File: src/rtl/rsp_pkt_sched.sv
// Packet-aware round-robin scheduler: four response FIFOs share one
// registered NOC output, one whole packet per grant.
module rsp_pkt_sched #(
  parameter int NPORT    = 4,
  parameter int WR_BODY  = 5,
  parameter int MSG_BODY = 6
) (
  input  logic        clk,
  input  logic        reset,
  input  logic [3:0]  fifo_empty,
  input  logic [35:0] fifo_data,
  output logic [3:0]  fifo_rd_en,
  output logic        noc_from_dev_ctl,
  output logic [7:0]  noc_from_dev_data,
  output logic [3:0]  grant,
  output logic        busy,
  output logic        hdr_err,
  output logic        underrun_err,
  input  logic        err_clr
);

  typedef enum logic [1:0] {
    S_IDLE,
    S_RD_PRE,
    S_RD_AL,
    S_BODY
  } state_e;

  state_e      state_q, state_d;
  logic [8:0]  cnt_q, cnt_d;
  logic [1:0]  rr_q, rr_d;
  logic [1:0]  own_q, own_d;
  logic [3:0]  grant_q, grant_d;
  logic        busy_q, busy_d;
  logic        gap_q, gap_d;
  logic        ctl_q, ctl_d;
  logic [7:0]  data_q, data_d;
  logic        hdr_q, hdr_d;
  logic        und_q, und_d;

  logic [3:0]  rd_en;
  logic [3:0]  hctl;
  logic [7:0]  hdat [NPORT];
  logic [3:0]  vhdr;
  logic [3:0]  purge;
  logic        found;
  logic [1:0]  sel;
  logic [1:0]  idx;
  logic [1:0]  pidx;
  logic        hdr_set;
  logic        und_set;
  logic        pkt_end;

  always_comb begin
    hctl  = '0;
    vhdr  = '0;
    purge = '0;
    for (int i = 0; i < NPORT; i++) begin
      hctl[i] = fifo_data[9*i+8];
      hdat[i] = fifo_data[9*i +: 8];
      vhdr[i] = !fifo_empty[i] && hctl[i] && (hdat[i] != 8'h00) &&
                (hdat[i][2:0] inside {3'b011, 3'b100, 3'b101});
      purge[i] = !fifo_empty[i] && !vhdr[i];
    end
  end

  always_comb begin
    state_d = state_q;
    cnt_d   = cnt_q;
    rr_d    = rr_q;
    own_d   = own_q;
    grant_d = grant_q;
    busy_d  = busy_q;
    gap_d   = 1'b0;
    ctl_d   = 1'b1;
    data_d  = 8'h00;
    rd_en   = '0;
    hdr_set = 1'b0;
    und_set = 1'b0;
    pkt_end = 1'b0;
    found   = 1'b0;
    sel     = '0;
    idx     = '0;
    pidx    = '0;

    unique case (state_q)
      S_IDLE: begin
        for (int k = 0; k < NPORT; k++) begin
          idx = rr_q + 2'(k);
          if (!found && vhdr[idx]) begin
            found = 1'b1;
            sel   = idx;
          end
        end
        for (int k = NPORT - 1; k >= 0; k--) begin
          if (purge[k]) pidx = 2'(k);
        end
        // The cycle right after a packet end never grants, which
        // leaves one idle output word between packets.
        if (!gap_q && found) begin
          rd_en[sel] = 1'b1;
          ctl_d      = hctl[sel];
          data_d     = hdat[sel];
          own_d      = sel;
          grant_d    = 4'b0001 << sel;
          busy_d     = 1'b1;
          unique case (hdat[sel][2:0])
            3'b011: begin
              cnt_d   = 9'd2;
              state_d = S_RD_PRE;
            end
            3'b100: begin
              cnt_d   = 9'(WR_BODY);
              state_d = S_BODY;
            end
            default: begin
              cnt_d   = 9'(MSG_BODY);
              state_d = S_BODY;
            end
          endcase
        end else if (|purge) begin
          rd_en[pidx] = 1'b1;
          hdr_set     = !(hctl[pidx] && hdat[pidx] == 8'h00);
        end
      end
      default: begin
        if (fifo_empty[own_q]) begin
          und_set = 1'b1;
        end else begin
          rd_en[own_q] = 1'b1;
          ctl_d        = hctl[own_q];
          data_d       = hdat[own_q];
          if (state_q == S_RD_AL) begin
            cnt_d = {1'b0, hdat[own_q]};
            if (hdat[own_q] == 8'h00) pkt_end = 1'b1;
            else state_d = S_BODY;
          end else begin
            cnt_d = cnt_q - 9'd1;
            if (cnt_q == 9'd1) begin
              if (state_q == S_RD_PRE) state_d = S_RD_AL;
              else pkt_end = 1'b1;
            end
          end
        end
      end
    endcase

    if (pkt_end) begin
      state_d = S_IDLE;
      grant_d = '0;
      busy_d  = 1'b0;
      rr_d    = own_q + 2'd1;
      gap_d   = 1'b1;
    end

    hdr_d = hdr_set || (hdr_q && !err_clr);
    und_d = und_set || (und_q && !err_clr);
  end

  always_ff @(posedge clk) begin
    if (reset) begin
      state_q <= S_IDLE;
      cnt_q   <= '0;
      rr_q    <= '0;
      own_q   <= '0;
      grant_q <= '0;
      busy_q  <= 1'b0;
      gap_q   <= 1'b0;
      ctl_q   <= 1'b1;
      data_q  <= 8'h00;
      hdr_q   <= 1'b0;
      und_q   <= 1'b0;
    end else begin
      state_q <= state_d;
      cnt_q   <= cnt_d;
      rr_q    <= rr_d;
      own_q   <= own_d;
      grant_q <= grant_d;
      busy_q  <= busy_d;
      gap_q   <= gap_d;
      ctl_q   <= ctl_d;
      data_q  <= data_d;
      hdr_q   <= hdr_d;
      und_q   <= und_d;
    end
  end

  assign fifo_rd_en        = reset ? 4'b0000 : rd_en;
  assign noc_from_dev_ctl  = ctl_q;
  assign noc_from_dev_data = data_q;
  assign grant             = grant_q;
  assign busy              = busy_q;
  assign hdr_err           = hdr_q;
  assign underrun_err      = und_q;

endmodule

File: config.mk
export PLATFORM = sky130hd
export DESIGN_NAME = rsp_pkt_sched
export DESIGN_NICKNAME = d
export VERILOG_FILES = /design/src/rtl/rsp_pkt_sched.sv
export SDC_FILE = /design/constraint.sdc
export NUM_CORES = 1
export LEC_CHECK = 0
export BUFFER_PORTS_ARGS = -buffer_cell sky130_fd_sc_hd__buf_2
export CORE_MARGIN = 2
export CORE_UTILIZATION = 45
export CTS_BUF_LIST = sky130_fd_sc_hd__clkbuf_2
export CTS_CLUSTER_SIZE = 14
export DETAILED_ROUTE_END_ITERATION = 6
export GPL_TIMING_DRIVEN = 0
export PLACE_DENSITY = 0.78
export SYNTH_ARGS = -nofsm -noshare
export SYNTH_HDL_FRONTEND = slang
export SYNTH_SLANG_ARGS = --single-unit
File: constraint.sdc
create_clock -name clk -period 7.3 [get_ports clk]
set_input_delay 1.46 -clock clk [delete_from_list [all_inputs] [get_ports clk]]
set_output_delay 1.46 -clock clk [all_outputs]
set_load 0.02 [all_outputs]
==> impl_metrics.tcl <==
set metrics [dict create \
    drt_pass1_iterations 5 \
    hold_violations 0 \
    netlist_instances 338 \
    fin_setup_tns_ns 0 \
    finalNonFillerCells 483 \
    maxSlewHeadroom_pct 58.5 \
    synth.area.top_cells "dfxtp_1 24%, mux4_2 8.3%, a21oi_1 5.5%" \
    powerDensity_mw_per_mm2 259 \
    worstSetupStartpointType "input port" \
    hpwl_mm 6.60 \
    synth_area_mm2 0.00272 \
    grt_max_degree 11 \
    tritoncts "built" \
    die_x_um 81.7 \
    antenna_cells 0 \
    hp-class "reg -> reg" \
    rsz0062_at_grt "false" \
    synth_commonest_cells "32 x dfxtp_1, 30 x a21oi_1, 29 x nor2_1" \
    core_area_mm2 0.00589 \
    synth_most_common_cell "dfxtp_1" \
    clkTransAtPathRegs_ns 0.18 \
    cp-endpoint "fifo_rd_en[3]" \
    drc 0 \
    r2r_slack_ns 4.42 \
    clock_path_buffers 2 \
    path_class "in -> out" \
    antenna_left 0 \
    rows 28 \
    cts_max_level 2 \
    synth-async-reset-ratio_pct 0 \
    tightest_slew_ns 0.615 \
    required_ns 5.84 \
    ys.flop_type "dfxtp_1" \
    cts-root-buf "clkbuf_2" \
    p_leak_nw 1.26 \
    drive_gt1_share_pct 26.7 \
    holdWs_ns 0.462 \
    crit_start "fifo_data[29]" \
    yosys_register_bits 32 \
    setup_viol 0 \
    worstReg2RegEnd "state_q[1]$_SDFFE_PP0P_" \
    ys_types 65 \
    vias 3063 \
    ios 63 \
    cts-buffers-inserted 5 \
    nets 456 \
    maxSlewViolCount 0 \
    min_period_ns 5.28 \
    grt.total_usage_pct 27.0 \
    routed_via_density 6.34 \
    swShare_pct 46.3 \
    arrival_ns 3.82 \
    cts_setup_buffers 0 \
    rr_worst_depth 9 \
    p_seq_share_pct 30.5 \
    dieArea_mm2 0.00668 \
    yosys.area.top_type "dfxtp_1" \
    initial_utilization_pct 46.2 \
    antenna_found_initial 0 \
    crit_path_max_fanout 10 \
    cts-resized-gates 0 \
    grt_pass1_wl_mm 14.0 \
    clkLatencyLatePin_ns 0.38 \
    dp.cells 475 \
    status "finished, final reports clean" \
    cap_violations 0 \
    ys_seq_area_share_pct 23.6 \
    mappedNetlistNets 387 \
    drt-initial-drc-count 219 \
    peakVddDrop_mv 0.103 \
    cp-end-kind "primary output" \
    fill_cells 560 \
    ys_warn_count 0 \
    layout_setup_ws_ns 2.02 \
    synth.avg_cell_area_um2 8.04 \
    timing.final.crit_share_pct 72.3 \
    finalClockSkew_ns 0.00653 \
    synth_edf_count 0 \
    detail_route.wl_per_cell_um 17.8 \
    grt_overflow 0 \
    intPower_mw 0.444 \
    globalplace.congestion 0.894 \
    syn2layout_area_growth_pct 17.3 \
    fmax_mhz 190 \
    p_comb_share_pct 54.2 \
    ctsHoldBuffers 0 \
    routed_wl_mm 8.62 \
    power_frac_clock_pct 15.2 \
    p_sw_mw 0.382 \
    io_buffers 62 \
    grt_pass1_vias 2866 \
    r2r-start "own_q[1]$_SDFFE_PP0P_" \
    fp.dieH_um 81.7 \
    cts_sinks 32 \
    pre_cts_slack_ns 2.12 \
    yosysTopAreaCellShare_pct 23.6 \
]
-- how the worst min path moves through the flow --
stage,start,end,slack (ns),cells past startpoint
2_1_floorplan,cnt_q[8]$_SDFFE_PP0P_,cnt_q[8]$_SDFFE_PP0P_,0.45,2
3_3_place_gp,hdr_err$_SDFF_PP0_,hdr_err$_SDFF_PP0_,0.44,2
3_5_place_dp,grant[1]$_SDFFE_PP0P_,grant[1]$_SDFFE_PP0P_,0.44,2
4_1_cts,grant[1]$_SDFFE_PP0P_,grant[1]$_SDFFE_PP0P_,0.47,2
5_1_grt,grant[1]$_SDFFE_PP0P_,grant[1]$_SDFFE_PP0P_,0.50,2
6_report,grant[1]$_SDFFE_PP0P_,grant[1]$_SDFFE_PP0P_,0.46,2
-- cells by family after synthesis --
| group | after synthesis | share of synthesized area [%] |
|---|---|---|
| simple gates | 143 | 28.0 |
| flops | 32 | 23.6 |
| buf+inv | 31 | 5.11 |
| compound gates | 105 | 28.1 |
| fa+ha+maj | 6 | 2.76 |
| mux | 17 | 11.1 |
| xor+xnor | 4 | 1.29 |
-- layout by cell type (no fill, tap or decap), types with 3 or more instances in the layout --
cell / netlist / routed
a2111o_1: 3 / 3
a21o_1: 3 / 3
a21oi_1: 30 / 30
a221oi_1: 3 / 3
a22oi_1: 3 / 3
a31oi_1: 3 / 3
buf_2: 5 / 67
buf_4: 4 / 4
clkbuf_1: 9 / 9
clkbuf_2: 1 / 7
dfxtp_1: 32 / 32
ha_1: 6 / 6
inv_1: 12 / 12
mux2_2: 5 / 5
mux4_2: 10 / 10
nand2_1: 28 / 28
nand2b_1: 6 / 6
nand3_1: 22 / 22
nand3b_1: 4 / 4
nand4b_1: 3 / 3
nor2_1: 29 / 29
nor2b_1: 6 / 6
nor3_1: 11 / 11
nor3b_1: 4 / 4
nor4_1: 11 / 11
o211a_1: 3 / 3
o211ai_1: 8 / 8
o21ai_0: 24 / 24
or3_1: 4 / 4
-- per-stage QoR --
stage	utilization (%)	instance area, um^2	power, mW
floorplan	-	2720	0.574
global placement	53.0	3120	0.685
detailed placement	53.0	3120	0.692
CTS	54.1	3190	0.817
global route	54.1	3190	0.893
finish	54.1	3190	0.826
-- state kept, by name, summed over array words and instances (netlist names) --
signal	count
busy	1
noc_from_dev_data	8
grant	4
hdr_err	1
underrun_err	1
own_q	2
cnt_q	9
noc_from_dev_ctl	1
state_q	2
gap_q	1
rr_q	2
-- power groups by stage --
stage	registers [mW]	logic [mW]	clock network, mW
CTS	0.252	0.440	0.125
floorplan	0.268	0.305	0
detailed placement	0.256	0.435	0
global route	0.261	0.500	0.132
finish	0.252	0.448	0.126
global placement	0.254	0.430	0
-- routing by layer --
metal	routed length (um)	track usage, %	share of wire (%)	vias up
met5	0	0	0	-
met4	260	11.0	3.0	0
met3	571	3.30	6.6	25
met2	4010	44.6	47	147
met1	3780	35.8	44	1464
li1	-	-	-	1427
-- final cells by class --
type / instances / area [um^2] / share of cell area [%]
multi-input combinational: 275 / 1940 / 60.8
sequential: 32 / 641 / 20.1
timing repair buffer: 62 / 310 / 9.74
buffer: 19 / 93.8 / 2.94
tap: 75 / 93.8 / 2.94
inverter: 12 / 45.0 / 1.41
clock inverter: 2 / 35.0 / 1.10
clock buffer: 6 / 30.0 / 0.942
-- critical path: stages --
cell	delay, ns
buf_2	0.13
and3b_1	0.22
o21a_1	0.32
o211ai_1	0.18
nor2_1	0.47
buf_2	0.34
and3_1	0.19
o21ai_0	0.09
a21oi_1	0.21
buf_2	0.20
(Power assumes the default switching activity.)
